==> config.mk <==
export PLATFORM = sky130hd
export DESIGN_NAME = dkong3_snd_cmd
export DESIGN_NICKNAME = d
export VERILOG_FILES = /design/src/rtl/dkong3_snd_cmd.sv
export SDC_FILE = /design/constraint.sdc
export NUM_CORES = 1
export LEC_CHECK = 0
export BUFFER_PORTS_ARGS = -buffer_cell sky130_fd_sc_hd__buf_2
export CORE_ASPECT_RATIO = 1.75
export CORE_MARGIN = 8
export CORE_UTILIZATION = 58
export CTS_BUF_LIST = sky130_fd_sc_hd__clkbuf_2
export DETAILED_ROUTE_END_ITERATION = 12
export GPL_TIMING_DRIVEN = 0
export PLACE_DENSITY = 0.95
export SLEW_MARGIN = 20
export SYNTH_ARGS = -nofsm -noshare
export SYNTH_HDL_FRONTEND = slang
export SYNTH_SLANG_ARGS = --single-unit
==> constraint.sdc <==
create_clock -name I_CLK_12M -period 3.02 [get_ports I_CLK_12M]
set_clock_uncertainty 0.1 [all_clocks]
set_input_delay 0.151 -clock I_CLK_12M [delete_from_list [all_inputs] [get_ports I_CLK_12M]]
set_output_delay 0.151 -clock I_CLK_12M [all_outputs]
set_load 0.02 [all_outputs]
==> src/rtl/dkong3_snd_cmd.sv <==
// Sound-command mailbox: captures main-CPU writes to CMD_BASE page, one command per sub-CPU channel,
// plus a stretched sub-CPU reset. Define DKONG3_CMD_FIFO_EN for per-channel FIFOs instead of latches.
module dkong3_snd_cmd #(
    parameter logic [7:0]  CMD_BASE   = 8'h7C,
    parameter int unsigned RESET_HOLD = 16,
    parameter int unsigned FIFO_DEPTH = 4
) (
    input  logic        I_CLK_12M,
    input  logic        I_RESET,
    input  logic [15:0] I_MCPU_A,
    input  logic [7:0]  I_MCPU_D,
    input  logic        I_MCPU_WRn,
    input  logic        I_SUB_RESETn,
    input  logic        I_SUB0_RDn,
    input  logic        I_SUB1_RDn,
    output logic [7:0]  O_SUB0_D,
    output logic [7:0]  O_SUB1_D,
    output logic [1:0]  O_PEND,
    output logic [1:0]  O_OVF,
    output logic        O_SUB_RESET
);
    localparam int unsigned CW = $clog2(RESET_HOLD + 1);

    typedef enum logic [1:0] {ST_ASSERT, ST_HOLD, ST_RUN} st_e;

    st_e           st_q, st_d;
    logic [CW-1:0] cnt_q, cnt_d;
    logic          sub_rst_q, sub_rst_d;

    logic [8:0]    a_q;
    logic [7:0]    d_q;
    logic          wrn_q;
    logic [1:0]    rdn_q;
    logic [1:0]    rdn_c;
    logic          wr_ev_c;
    logic [1:0]    rd_ev_c;

    logic [7:0]    sub_d [2];
    logic [1:0]    pend;
    logic [1:0]    ovf;

    logic          unused_cfg;
    assign unused_cfg = ^{I_MCPU_A[6:0], 5'(FIFO_DEPTH)};

    assign rdn_c = {I_SUB1_RDn, I_SUB0_RDn};

    // Bus capture and strobe edge detection
    always_ff @(posedge I_CLK_12M or posedge I_RESET) begin
        if (I_RESET) begin
            a_q   <= '0;
            d_q   <= '0;
            wrn_q <= 1'b1;
            rdn_q <= 2'b11;
        end else begin
            a_q   <= I_MCPU_A[15:7];
            d_q   <= I_MCPU_D;
            wrn_q <= I_MCPU_WRn;
            rdn_q <= rdn_c;
        end
    end

    // Strobe rising edges; everything is frozen while the sub stage is in reset
    assign wr_ev_c = !wrn_q && I_MCPU_WRn && (a_q[8:1] == CMD_BASE) && !sub_rst_q;
    assign rd_ev_c = ~rdn_q & rdn_c & {2{!sub_rst_q}};

    always_ff @(posedge I_CLK_12M or posedge I_RESET) begin
        if (I_RESET) begin
            st_q      <= ST_ASSERT;
            cnt_q     <= CW'(RESET_HOLD);
            sub_rst_q <= 1'b1;
        end else begin
            st_q      <= st_d;
            cnt_q     <= cnt_d;
            sub_rst_q <= sub_rst_d;
        end
    end

    always_comb begin
        st_d  = st_q;
        cnt_d = cnt_q;
        case (st_q)
            ST_ASSERT: begin
                cnt_d = CW'(RESET_HOLD);
                if (I_SUB_RESETn) st_d = ST_HOLD;
            end
            ST_HOLD: begin
                if (!I_SUB_RESETn) begin
                    st_d  = ST_ASSERT;
                    cnt_d = CW'(RESET_HOLD);
                end else begin
                    cnt_d = cnt_q - CW'(1);
                    if (cnt_d == '0) st_d = ST_RUN;
                end
            end
            ST_RUN: begin
                if (!I_SUB_RESETn) begin
                    st_d  = ST_ASSERT;
                    cnt_d = CW'(RESET_HOLD);
                end
            end
            default: st_d = ST_ASSERT;
        endcase
        sub_rst_d = (st_d != ST_RUN);
    end

    for (genvar ch = 0; ch < 2; ch++) begin : g_ch
        logic       wr_c, rd_c;
        logic [7:0] dat_q, dat_d;
        logic       pend_q, pend_d;
        logic       ovf_q, ovf_d;

        assign wr_c = wr_ev_c && (a_q[0] == 1'(ch));
        assign rd_c = rd_ev_c[ch];

`ifdef DKONG3_CMD_FIFO_EN
        localparam int unsigned AW = $clog2(FIFO_DEPTH);
        localparam int unsigned PW = AW + 1;

        logic [7:0]  mem_q [FIFO_DEPTH];
        logic [PW-1:0] wp_q, wp_d, rp_q, rp_d, rp_nx;
        logic        empty_c, full_c, pop_c, push_c;

        assign empty_c = (wp_q == rp_q);
        assign full_c  = (wp_q[AW] != rp_q[AW]) && (wp_q[AW-1:0] == rp_q[AW-1:0]);
        assign pop_c   = rd_c && !empty_c;
        assign push_c  = wr_c && (!full_c || pop_c);
        assign rp_nx   = rp_q + PW'(1);

        // Pop-then-push; head register tracks the oldest live entry
        always_comb begin
            wp_d  = wp_q;
            rp_d  = rp_q;
            dat_d = dat_q;
            ovf_d = ovf_q;
            if (sub_rst_q) begin
                wp_d  = '0;
                rp_d  = '0;
                dat_d = '0;
            end else begin
                if (pop_c)           rp_d  = rp_nx;
                if (push_c)          wp_d  = wp_q + PW'(1);
                if (wr_c && !push_c) ovf_d = 1'b1;
                if (pop_c) begin
                    if (rp_nx != wp_q) dat_d = mem_q[rp_nx[AW-1:0]];
                    else if (push_c)   dat_d = d_q;
                end else if (push_c && empty_c) begin
                    dat_d = d_q;
                end
            end
            pend_d = (wp_d != rp_d);
        end

        always_ff @(posedge I_CLK_12M) begin
            if (push_c) mem_q[wp_q[AW-1:0]] <= d_q;
        end

        always_ff @(posedge I_CLK_12M or posedge I_RESET) begin
            if (I_RESET) begin
                wp_q <= '0;
                rp_q <= '0;
            end else begin
                wp_q <= wp_d;
                rp_q <= rp_d;
            end
        end
`else
        // Single latch: a write always wins over a concurrent read
        always_comb begin
            dat_d  = dat_q;
            pend_d = pend_q;
            ovf_d  = ovf_q;
            if (sub_rst_q) begin
                dat_d  = '0;
                pend_d = 1'b0;
            end else if (wr_c) begin
                dat_d  = d_q;
                pend_d = 1'b1;
                if (pend_q && !rd_c) ovf_d = 1'b1;
            end else if (rd_c) begin
                pend_d = 1'b0;
            end
        end
`endif

        always_ff @(posedge I_CLK_12M or posedge I_RESET) begin
            if (I_RESET) begin
                dat_q  <= '0;
                pend_q <= 1'b0;
                ovf_q  <= 1'b0;
            end else begin
                dat_q  <= dat_d;
                pend_q <= pend_d;
                ovf_q  <= ovf_d;
            end
        end

        assign sub_d[ch] = dat_q;
        assign pend[ch]  = pend_q;
        assign ovf[ch]   = ovf_q;
    end

    assign O_SUB0_D    = sub_d[0];
    assign O_SUB1_D    = sub_d[1];
    assign O_PEND      = pend;
    assign O_OVF       = ovf;
    assign O_SUB_RESET = sub_rst_q;

endmodule

# == Yosys cells after proc, flatten, opt, wreduce, memory -nomap -nowiden ==
# Index checks and enable logic that the tools add are counted.
# totals
reg_bits,48
in_bits,30
out_inout_bits,21
wordCells,63
# classes
addsub,1
eq_ne,5
mux,18
n_bitwise,5
reduce_logical,21
# op_table
op,n
two-way mux 8 bit,4
case mux 5 bit (3 select lines),1
two-way mux 5 bit,2
nonzero test 3 bit,3
== test 8 x 7 -> 1 bit (second input constant),1
two-way mux 2 bit,4
logical AND 1 bit,7
two-way mux 1 bit,6
case mux 2 bit (3 select lines),1
AND reduction 3 bit,2
zero test 5 bit,1
subtractor 5 x 1 -> 5 bit (second input constant),1
AND 2 bit,2
zero test 1 bit,4
inequality test 2 bit (second input constant),2
nonzero test 2 bit,2
== test 2 x 1 -> 1 bit (second input constant),1
== test 2 bit (second input constant),1
zero test 2 bit,1
NOT 1 bit,2
NOT 2 bit,1
AND reduction 2 bit,1

# == Logic depth before layout (Yosys ltp) ==
# Gate-level depths: netlist (run 1).
# depth
word_depth,7
ltp_mapped,6
depth_no_buf,6

# == Worst setup path after synthesis (run 1) ==
# No wires, ideal clock.
# synth_path
path_type,reg-to-reg
from,"register sub_rst_q, in the netlist O_SUB_RESET"
to,"register g_ch[1].dat_q[0], in the netlist O_SUB1_D[0]"
setup_time_ns,0.074
arrival_time_ns,1.279
required_ns,2.846
path_slack_ns,1.567
path_stages_with_launch,5
n_path_buf,1
period_less_slack_ns,1.453
cell_sequence,dfstp_2 nor4b_4 nand4_4 buf_6 o21ai_2
# synth_between
elab_chain_len,4
elab_cells_between_ends,5
cone_classes,1 x mux; 4 x reduce/logical
# synth_rtl
element,line,rtl
"start, declared",28,"logic sub_rst_q, sub_rst_d;"
"start signal, assigned",74,sub_rst_q <= sub_rst_d;
zero test 1 bit,63,assign wr_ev_c = !wrn_q && I_MCPU_WRn && (a_q[8:1] == CMD_BASE) && !sub_rst_q;
logical AND 1 bit,63,
logical AND 1 bit,112,assign wr_c = wr_ev_c && (a_q[0] == 1'(ch));
nonzero test 2 bit (no line),-,
"end signal, assigned",191,dat_q <= dat_d;
"end, declared",108,"logic [7:0] dat_q, dat_d;"
# Several ways; a longest one is shown, not always the timed one.
# A chain may end at the register's enable or synchronous reset.

# == Final worst setup path (run 1) ==
# layout_path
from,register cnt_q[0]
to,register st_q[1]
# layout_between
elab_chain_len,5
# layout_rtl
element,line,rtl
"start, declared",27,"logic [CW-1:0] cnt_q, cnt_d;"
"start signal, assigned",69,cnt_q <= CW'(RESET_HOLD);
"start signal, assigned",73,cnt_q <= cnt_d;
subtractor 5 x 1 -> 5 bit,91,cnt_d = cnt_q - CW'(1);
zero test 5 bit,92,if (cnt_d == '0) st_d = ST_RUN;
two-way mux 2 bit,92,
two-way mux 2 bit,87,if (!I_SUB_RESETn) begin
case mux 2 bit (3 select lines),81,case (st_q)
named net st_d[1],26,"st_e st_q, st_d;"
"end signal, assigned",72,st_q <= st_d;
"end, declared",26,
# The timed path passes the listed nets, and every way through them passes these cells.

==> results.sh, run 1 <==
export IMPL_status="finished clean"
export IMPL_synthDistinctLibCells=35
export IMPL_yosys_area_top_type="dfrtp_1"
export IMPL_p_per_area_nw_per_um2=436
export IMPL_cp_cell_sequence="inv_1 -> ha_1 -> nor2b_1 -> nor4_1 -> a31oi_1 -> inv_1"
export IMPL_die_w_um=59.8
export IMPL_dpl_worst_slack_ps=1300
export IMPL_cp_depth=6
export IMPL_cts_resized_gates=0
export IMPL_crit_fanout=4
export IMPL_grt_usage_pct=16.7
export IMPL_slew_violations=0
export IMPL_wl_mm=4.21
export IMPL_drc=0
export IMPL_wl_met1_mm=1.45
export IMPL_numPortBuffers=42
export IMPL_yosys_top_cells_area="dfrtp_1, nand3b_1, dfstp_2"
export IMPL_tritoncts="done"
export IMPL_antenna_found_initial=0
export IMPL_max_slew_worst_pin_slew_ps=450
export IMPL_top_layer="met4"
export IMPL_yosys_warnings=0
export IMPL_r2r_cells=6
export IMPL_placed_cells=241
export IMPL_insertion_delay_ps=420
export IMPL_syn2layout_area_growth_pct=29.5
export IMPL_max_slew_margin_rel_pct=69.8
export IMPL_critPathLaunchType="flop"
export IMPL_cp_buffers_inverters=2
export IMPL_die_area_um2=5540
export IMPL_finalCriticalPeriod_ps=1710
export IMPL_rsz0062_at_grt="false"
export IMPL_synth_top_area_share_pct=55.2
export IMPL_drive_gt1_share_pct=34.1
export IMPL_antenna_cells=0
export IMPL_numCtsBuffers=5
export IMPL_fillCellCount=237
export IMPL_grt_pass1_wl_mm=7.07
export IMPL_required_ps=3270
export IMPL_final_nets=257
export IMPL_rows=28
export IMPL_fin_cells=271
export IMPL_pin_count=51
export IMPL_hold_class="primary input to asynchronous set/reset pin"
export IMPL_met2WireLength_mm=2.39
export IMPL_finalPower_w=0.00110
export IMPL_finalCritPeriodShare_pct=56.7
export IMPL_start_util_pct=59.2
export IMPL_clock_sinks=48
export IMPL_ys_seq_area_share_pct=62.0
export IMPL_cts_hold_buf=22
export IMPL_post_route_worst_setup_slack_ps=1310
export IMPL_wire_per_inst_um=15.5
export IMPL_dpl_instance_area_um2=2230
export IMPL_setup_violations=0
export IMPL_cap_viol_max_count=0
export IMPL_drtAntennaViolNets=0
export IMPL_syn_inst=153
export IMPL_fmax_mhz=584
export IMPL_dp_final_hpwl_mm=2.98
export IMPL_overflow=0
export IMPL_setup_tns_final_ps=0
export IMPL_crit_family="simple AND/OR/NAND/NOR gates"
export IMPL_grt_max_degree=38
export IMPL_path_common_cell="inv_1"
export IMPL_ctsLongestPathBuffers=2
export IMPL_routed_via_density=5.16
export IMPL_ys_ff_latch=48
export IMPL_clk_pin_slew_ps=250
export IMPL_p_leak_nw=1.21
export IMPL_final_area_um2=2520
export IMPL_grt_pass1_vias=1532
export IMPL_gp_congestion=0.784
export IMPL_core_um2=3290
export IMPL_cpPeakStageDelay_ps=470
export IMPL_arrival_ps=1970
export IMPL_peakVddDrop_mv=0.464
export IMPL_met3WireLength_um=248
export IMPL_cts_max_level=2
export IMPL_num_vias=1398
export IMPL_cts_setup_buffers=0
export IMPL_syn_cell_area_um2=1950
export IMPL_dieHeight_um=92.7
export IMPL_cts_root_buf="clkbuf_2"
export IMPL_final_hold_viol_count=0
export IMPL_path_class="flop to flop"
export IMPL_first_iter_violations=30
export IMPL_endpoint_kind="flop"
export IMPL_crit_slowest_cell="dfrtp_1"
export IMPL_syn_area_per_cell_um2=12.7
export IMPL_firstDrtPassIters=4
export IMPL_syn_nets=185
==> cell usage in the layout, fill, tap and decap left out, types with 3 or more instances in the layout <==
cell type,count
dlygate4sd3_1,22
o21ai_1,8
buf_2,43
dfstp_2,5
dfrtp_1,43
nand2b_1,11
clkbuf_2,5
nand2_1,7
o21ai_0,5
o21ai_2,8
inv_1,3
buf_4,4
nor2b_1,4
nor2_1,3
nand3b_1,19
clkbuf_1,4
==> power breakdown <==
part	internal (W)	total (W)	switching (W)
Sequential	0.000665	0.000677	0.0000113
Combinational	0.0000464	0.0000876	0.0000413
Clock	0.000138	0.000335	0.000196
Total	0.000850	0.00110	0.000249
==> kinds of logic (layout without fill, tap and decap cells) <==
group	count (synthesis)	in the layout	synth area share, %
AO/OA/AOI/OAI	32	32	11.1
XOR/XNOR	1	1	0.450
adder cells (fa/ha/maj)	2	2	1.28
buffers and inverters	15	88	4.50
flip-flops	48	48	62.0
multiplexers	1	1	0.514
AND/OR/NAND/NOR	54	54	20.2
==> final timing paths <==
path	slack, ps	startpoint	to
setup reg to reg	1310	cnt_q[0]$_DFFE_PP0P_	st_q[1]$_DFF_PP0_
setup / recovery	1310	cnt_q[0]$_DFFE_PP0P_	st_q[1]$_DFF_PP0_
hold reg to reg	420	g_ch[0].ovf_q$_DFFE_PP0P_	g_ch[0].ovf_q$_DFFE_PP0P_
hold / removal	60	I_RESET	cnt_q[2]$_DFFE_PP0P_
max in group asynchronous	2220	I_RESET	rdn_q[0]$_DFF_PP1_
min in group I_CLK_12M	250	I_SUB1_RDn	rdn_q[1]$_DFF_PP1_
==> state kept, by name, indices dropped and copies added (netlist names) <==
name	cells
g_ch.pend_q	2
a_q	9
O_SUB0_D	8
rdn_q	2
O_SUB_RESET	1
d_q	8
cnt_q	5
st_q	2
O_SUB1_D	8
wrn_q	1
g_ch.ovf_q	2
==> layer usage <==
metal / up-vias / track usage, %
met2: 42 / 30.5
met3: 12 / 5.00
li1: 666 / -
met1: 678 / 16.1
met4: 0 / 8.02
met5: - / 0
==> synth_stat cells <==
cell type	n
a21boi_0	1
a21oi_1	2
a22o_1	1
a31oi_1	2
and3b_1	2
and4b_1	1
and4bb_2	1
buf_2	1
buf_4	4
buf_6	2
clkbuf_1	4
dfrtp_1	43
dfstp_2	5
ha_1	2
inv_1	4
mux2i_1	1
nand2_1	7
nand2b_1	11
nand3_1	1
nand3_4	1
nand3b_1	19
nand4_4	1
nor2_1	3
nor2b_1	4
nor3_1	1
nor4_1	1
nor4b_4	1
o211ai_1	2
o21ai_0	5
o21ai_1	8
o21ai_2	8
o21bai_1	1
o21bai_2	1
o2bb2ai_1	1
xnor2_1	1
==> worst reg2reg max path, stage by stage (launching register included) <==
cell,delay (ps)
dfrtp_1,470
inv_1,60
ha_1,230
nor2b_1,150
nor4_1,390
a31oi_1,180
inv_1,80
==> per-stage QoR <==
| step | hold slack (ps) | utilization (%) |
|---|---|---|
| 2_1_floorplan | 55.5 | - |
| 3_3_place_gp | 159 | 67.2 |
| 3_5_place_dp | 6.83 | 67.9 |
| 4_1_cts | 56.3 | 76.6 |
| 5_1_grt | 55.1 | 76.6 |
| 6_report | 61.1 | 76.6 |
==> layout make-up <==
type                    count  area (µm²)  area share, %
well taps                  45        56.3           2.23
repair buffers             65         450           17.9
flip-flops and latches     48        1210           47.9
plain buffers              11        72.6           2.88
clock buffers               5        25.0          0.992
inverters                   4        15.0          0.595
clock inverters             3        42.5           1.69
multi-input cells          90         653           25.9
Note: power is estimated with default switching activity, not from simulation.
==> inputs of run 2 (changes only) <==
- ABC_AREA: unset -> 1
- CORE_UTILIZATION: 58 -> 54
- PLACE_DENSITY: 0.95 -> 0.9
- clock period: 3.02 -> 1.65 ns (I/O delays scaled with it)
==> run 2 against run 1 <==
Effect of this change: power grew 83%; combinational power rose by 100%; final area fell by 1.4%; clock-buffer cell count rose by 1; critical endpoint is now O_SUB0_D[7]$_DFFE_PP0P_; synthesized cell count increased by 25%; worst hold slack better by 56 ps; core utilization down 3.4 points; non-clock buffer count fell by 4; critical path depth shrank 1; setup slack worse by 1200 ps; highest routed layer unchanged; largest power group unchanged.
==> results.sh, run 2 <==
export IMPL_status="finished clean"
export IMPL_syn2layout_area_growth_pct=30.4
export IMPL_syn_area_per_cell_um2=9.99
export IMPL_finalCriticalPeriod_ps=1530
export IMPL_final_util_pct=73.2
export IMPL_cpPeakStageDelay_ps=420
export IMPL_syn_nets=223
export IMPL_start_util_pct=56.1
export IMPL_crit_slowest_cell="dfstp_2"
export IMPL_num_vias=1494
export IMPL_dpl_instance_area_um2=2210
export IMPL_peakVddDrop_mv=0.814
export IMPL_clk_pin_slew_ps=210
export IMPL_required_ps=1880
export IMPL_internal_power_w=0.00156
export IMPL_slew_violations=0
export IMPL_first_iter_violations=39
export IMPL_drive_gt1_share_pct=26.5
export IMPL_r2r_cells=5
export IMPL_largest_reg_flops=9
export IMPL_regMostFlops="a_q"
export IMPL_tritoncts="done"
export IMPL_setup_violations=0
export IMPL_finalCritPeriodShare_pct=92.6
export IMPL_synth_most_common_cell="nand2_1"
export IMPL_pin_count=51
export IMPL_numPortBuffers=43
export IMPL_dp_final_hpwl_mm=2.86
export IMPL_rows=28
export IMPL_grt_usage_pct=15.8
export IMPL_ys_ff_latch=48
export IMPL_grt_pass1_vias=1602
export IMPL_syn_inst=191
export IMPL_grt_max_degree=26
export IMPL_p_per_area_nw_per_um2=808
export IMPL_endpoint_kind="flop"
export IMPL_drc=0
export IMPL_yosys_top_cells_count="nand2_1, dfrtp_1, inv_1, nand3_1, nor2_1"
export IMPL_pwr_share_comb_pct=8.9
export IMPL_die_w_um=60.9
export IMPL_synthDistinctLibCells=23
export IMPL_wl_mm=3.97
export IMPL_routed_via_density=4.83
export IMPL_layout_commonest_cell="nand2_1"
export IMPL_cp_depth=5
export IMPL_yosys_top_cells_area="dfrtp_1, nand2_1, dfstp_2"
export IMPL_ys_seq_area_share_pct=63.3
export IMPL_die_area_um2=5770
export IMPL_antenna_cells=0
export IMPL_firstDrtPassIters=4
export IMPL_synth_edf_count=0
export IMPL_wire_per_inst_um=12.9
export IMPL_numCtsBuffers=5
export IMPL_yosys_warnings=0
export IMPL_dieHeight_um=94.6
export IMPL_cp_buffers_inverters=0
export IMPL_insertion_delay_ps=420
export IMPL_synth_top_area_share_pct=56.4
export IMPL_gp_congestion=0.836
export IMPL_async_reset_ff_share_pct=100
export IMPL_seq_power_share_pct=61.6
export IMPL_cts_root_buf="clkbuf_2"
export IMPL_rsz0062_at_grt="false"
export IMPL_crit_family="simple AND/OR/NAND/NOR gates"
export IMPL_clockPowerShare_pct=29.5
export IMPL_arrival_ps=1760
export IMPL_final_cell_mix="nand2_1, dfrtp_1, buf_2, inv_1, dlygate4sd3_1"
export IMPL_syn_cell_area_um2=1910
export IMPL_p_leak_nw=1.38
export IMPL_hold_class="primary input to asynchronous set/reset pin"
export IMPL_cts_max_level=2
export IMPL_grt_pass1_wl_mm=6.87
export IMPL_final_hold_viol_count=0
export IMPL_netSwitchingFraction_pct=22.3
export IMPL_yosys_area_top_type="dfrtp_1"
export IMPL_ctsLongestPathBuffers=2
export IMPL_overflow=0
export IMPL_antenna_found_initial=0
export IMPL_cp_cell_sequence="or2_1 -> nor2_4 -> nand4_2 -> nand3_1 -> nand2_1"
export IMPL_final_area_um2=2490
export IMPL_path_class="flop to flop"
export IMPL_max_slew_worst_pin_slew_ps=599
export IMPL_final_nets=296
export IMPL_drtAntennaViolNets=0
export IMPL_power_switching_w=0.000449
export IMPL_crit_fanout=10
export IMPL_clock_sinks=48
export IMPL_synthFlopType="dfrtp_1"
export IMPL_fmax_mhz=654
export IMPL_critPathLaunchType="flop"
export IMPL_max_slew_margin_rel_pct=59.6
export IMPL_core_um2=3400
export IMPL_cap_viol_max_count=0
[run 2: cell types whose count changed after synthesis, sizes merged, moves of 2 or more]
cell	before	now
nor2b	4	0
and3b	2	0
nand3	2	22
a31oi	2	0
nand2	7	54
o211ai	2	0
clkbuf	4	2
o21ai	21	4
nor2	3	17
buf	7	4
nand3b	19	1
inv	4	23
nand2b	11	0
o22ai	0	3
[run 2: final timing paths]
path / from / end / slack, ps
min in group I_CLK_12M: I_MCPU_D[0] / d_q[0]$_DFF_PP0_ / 180
setup reg to reg: O_SUB_RESET$_DFF_PP1_ / O_SUB0_D[7]$_DFFE_PP0P_ / 120
hold / removal: I_RESET / a_q[1]$_DFF_PP0_ / 120
max in group asynchronous: I_RESET / wrn_q$_DFF_PP1_ / 760
setup / recovery: O_SUB_RESET$_DFF_PP1_ / O_SUB0_D[7]$_DFFE_PP0P_ / 120
hold reg to reg: g_ch[0].ovf_q$_DFFE_PP0P_ / g_ch[0].ovf_q$_DFFE_PP0P_ / 410
[run 2: area by class of cell]
cell class,instances,area [µm²]
multi-input cells,113,573
repair buffers,66,463
clock inverters,1,30.0
flip-flops and latches,48,1210
clock buffers,6,30.0
fillers,266,911
well taps,45,56.3
inverters,24,90.1
plain buffers,6,37.5
[run 2: routing by layer]
metal / track usage, % / vias to the layer above / part of all wire [%]
li1: - / 735 / -
met5: 0 / - / 0
met3: 4.09 / 9 / 5.9
met4: 9.59 / 0 / 2.8
met1: 15.1 / 706 / 34
met2: 28.6 / 44 / 57
[run 2: power groups by stage]
stage | combinational, W | clock [W] | sequential [W]
2_1_floorplan | 0.0000830 | 0 | 0.00125
3_3_place_gp | 0.000122 | 0 | 0.00126
3_5_place_dp | 0.000136 | 0 | 0.00126
4_1_cts | 0.000177 | 0.000599 | 0.00124
5_1_grt | 0.000200 | 0.000647 | 0.00124
6_report | 0.000179 | 0.000592 | 0.00124
[run 2: logic make-up after synthesis]
| logic type | after synthesis | share of synthesized area (%) |
|---|---|---|
| and+or+nand+nor | 97 | 23.7 |
| DFF | 48 | 63.3 |
| buffers and inverters | 30 | 6.69 |
| AOI/OAI and AO/OA | 13 | 4.52 |
| adders and majority gates | 2 | 1.31 |
| xor gates and xnor gates | 1 | 0.459 |
[run 2: through the flow]
| stage | worst slack (ps) | hold slack, ps | std cells | power, W | TNS [ps] |
|---|---|---|---|---|---|
| 2_1_floorplan | 278 | -13.0 | 191 | 0.00134 | 0 |
| 3_3_place_gp | -168 | 90.7 | 279 | 0.00138 | -7140 |
| 6_report | 122 | 117 | 309 | 0.00201 | 0 |
| 4_1_cts | 126 | 128 | 309 | 0.00201 | 0 |
| 5_1_grt | 18.6 | 148 | 309 | 0.00209 | 0 |
| 3_5_place_dp | 144 | 55.5 | 280 | 0.00139 | 0 |
[run 2: worst register-to-register path, cell delays in order (launching register included)]
cell and delay, ps:
dfstp_2 420, or2_1 250, nor2_4 150, nand4_2 280, nand3_1 170, nand2_1 60
[run 2: repair_timing]
action                    CTS  global route
hold buffers               22             0
hold endpoints to repair   72             0
resized for setup           0             0
setup buffers               0             0
==> inputs of run 3 (changes only) <==
- ABC_AREA: 1 -> unset
- CORE_UTILIZATION: 54 -> 58
- PLACE_DENSITY: 0.9 -> 0.95
- SLEW_MARGIN: 20 -> unset
- clock period: 1.65 -> 1.9 ns (I/O delays scaled with it)
==> run 3 against run 2 <==
Effect of this change: routed wire length grew 6.3%; power shrank 13%; non-clock buffer count grew 5; critical endpoint is now st_q[1]$_DFF_PP0_; highest routed layer unchanged; clock power shrank 10%; critical path depth grew 1; worst hold slack gained 74 ps.
==> results.sh, run 3 (synthesized netlist as in run 1, its figures left out) <==
export IMPL_wl_met1_mm=1.45
export IMPL_largest_reg_flops=9
export IMPL_cts_resized_gates=0
export IMPL_r2r_start="cnt_q[0]$_DFFE_PP0P_"
export IMPL_grt_max_degree=38
export IMPL_rsz0062_at_grt="false"
export IMPL_antenna_found_initial=0
export IMPL_final_hold_viol_count=0
export IMPL_clock_sinks=48
export IMPL_cap_viol_max_count=0
export IMPL_insertion_delay_ps=420
export IMPL_cts_setup_buffers=0
export IMPL_met3WireLength_um=257
export IMPL_worstHoldStart="I_SUB1_RDn"
export IMPL_syn2layout_area_growth_pct=30.0
export IMPL_power_switching_w=0.000395
export IMPL_fin_cells=272
export IMPL_die_area_um2=5540
export IMPL_drtAntennaViolNets=0
export IMPL_r2r_slack_ps=190
export IMPL_pwr_share_comb_pct=8.1
export IMPL_multi_input_area_um2=653
export IMPL_core_um2=3290
export IMPL_dieHeight_um=92.7
export IMPL_pin_count=51
export IMPL_finalPower_w=0.00175
export IMPL_first_iter_violations=33
export IMPL_max_slew_worst_pin_slew_ps=445
export IMPL_regMostFlops="a_q"
export IMPL_tritoncts="done"
export IMPL_p_leak_nw=1.21
export IMPL_seqCellArea_um2=1210
export IMPL_r2r_cells=6
export IMPL_hold_class="primary input to flop"
export IMPL_max_slew_margin_rel_pct=70.1
export IMPL_routed_via_density=5.16
export IMPL_gp_congestion=0.784
export IMPL_die_w_um=59.8
export IMPL_finalCritPeriodShare_pct=89.8
export IMPL_endpoint_kind="flop"
export IMPL_placed_cells=241
export IMPL_final_cell_mix="dfrtp_1, buf_2, dlygate4sd3_1, nand3b_1, nand2b_1"
export IMPL_met2WireLength_mm=2.40
export IMPL_overflow=0
export IMPL_drive_gt1_share_pct=33.9
export IMPL_numPortBuffers=42
export IMPL_slew_violations=0
export IMPL_critPathLaunchType="flop"
export IMPL_peakVddDrop_mv=0.737
export IMPL_cts_max_level=2
export IMPL_hold_end="rdn_q[1]$_DFF_PP1_"
export IMPL_setup_violations=0
export IMPL_wire_per_inst_um=15.5
export IMPL_fillCellCount=236
export IMPL_fmax_mhz=586
export IMPL_top_layer="met4"
export IMPL_crit_fanout=4
export IMPL_required_ps=2150
export IMPL_clockPowerShare_pct=30.4
export IMPL_rows=28
export IMPL_drc=0
export IMPL_internal_power_w=0.00135
export IMPL_clk_pin_slew_ps=250
export IMPL_path_class="flop to flop"
export IMPL_arrival_ps=1960
export IMPL_antenna_cells=0
export IMPL_netSwitchingFraction_pct=22.6
export IMPL_seq_power_share_pct=61.5
export IMPL_start_util_pct=59.2
export IMPL_grt_pass1_vias=1532
export IMPL_dp_final_hpwl_mm=2.98
export IMPL_final_area_um2=2530
export IMPL_grt_pass1_wl_mm=7.07
export IMPL_rr_endpoint="st_q[1]$_DFF_PP0_"
export IMPL_wl_mm=4.22
export IMPL_grt_usage_pct=16.7
export IMPL_p_per_area_nw_per_um2=690
export IMPL_setup_tns_final_ps=0
export IMPL_status="finished clean"
export IMPL_whs_path_depth=2
export IMPL_cts_root_buf="clkbuf_2"
export IMPL_numCtsBuffers=5
export IMPL_dpl_instance_area_um2=2230
export IMPL_final_nets=258
export IMPL_finalCriticalPeriod_ps=1710
export IMPL_firstDrtPassIters=4
export IMPL_ctsLongestPathBuffers=2
export IMPL_num_vias=1404
-- run 3: changes by cell type in the layout (fill, tap and decap cells not counted), sizes merged, moves of 2 or more --
cell,previous run,this run
nor2b,0,4
o22ai,3,0
inv,23,4
nor2,17,3
o211ai,0,2
and3b,0,2
nand2,54,7
o21ai,4,21
buf,48,50
nand3,22,2
a31oi,0,2
nand2b,0,11
nand3b,1,19
-- run 3: repair_timing --
action / CTS / global route
setup endpoints to repair: 0 / 0
hold endpoints to repair: 73 / 1
hold buffers: 22 / 1
-- run 3: worst max path at each step --
stage | slack [ps] | end | startpoint
floorplan | 450 | O_SUB1_D[0]$_DFFE_PP0P_ | O_SUB_RESET$_DFF_PP1_
detailed placement | 180 | g_ch[1].ovf_q$_DFFE_PP0P_ | O_SUB_RESET$_DFF_PP1_
CTS | 180 | g_ch[1].ovf_q$_DFFE_PP0P_ | O_SUB_RESET$_DFF_PP1_
global route | 30 | g_ch[0].ovf_q$_DFFE_PP0P_ | O_SUB_RESET$_DFF_PP1_
global placement | 90 | d_q[3]$_DFF_PP0_ | I_RESET
finish | 190 | st_q[1]$_DFF_PP0_ | cnt_q[0]$_DFFE_PP0P_
-- run 3: final cells by class --
| cell class | count | area share (%) |
|---|---|---|
| Buffer | 11 | 2.87 |
| Clock buffer | 5 | 0.988 |
| Clock inverter | 3 | 1.68 |
| Inverter | 4 | 0.593 |
| Multi-Input combinational cell | 90 | 25.8 |
| Sequential cell | 48 | 47.7 |
| Tap cell | 45 | 2.22 |
| Timing Repair Buffer | 66 | 18.2 |
-- run 3: metal layers --
metal  track usage [%]  vias to the layer above
li1                  -                      668
met3              5.00                       12
met4              8.02                        0
met1              16.1                      679
met2              30.5                       45
met5                 0                        -
-- run 3: metrics by stage --
step	utilization (%)	setup slack, ps	hold slack, ps
finish	76.9	193	190
floorplan	-	447	-0.522
detailed placement	67.9	179	-49.2
global route	76.9	28.6	164
global placement	67.2	85.6	103
CTS	76.6	184	0.327
-- run 3: worst max-delay path, stage by stage, from the launching register on --
cell	delay, ps
dfrtp_1	470
inv_1	60
ha_1	230
nor2b_1	150
nor4_1	390
a31oi_1	180
inv_1	80
-- run 3: power by group through the flow --
stage | sequential [W] | clock [W] | combinational, W
3_3_place_gp | 0.00109 | 0 | 0.0000928
2_1_floorplan | 0.00109 | 0 | 0.0000609
5_1_grt | 0.00108 | 0.000584 | 0.000157
6_report | 0.00108 | 0.000531 | 0.000141
4_1_cts | 0.00107 | 0.000543 | 0.000138
3_5_place_dp | 0.00109 | 0 | 0.000103
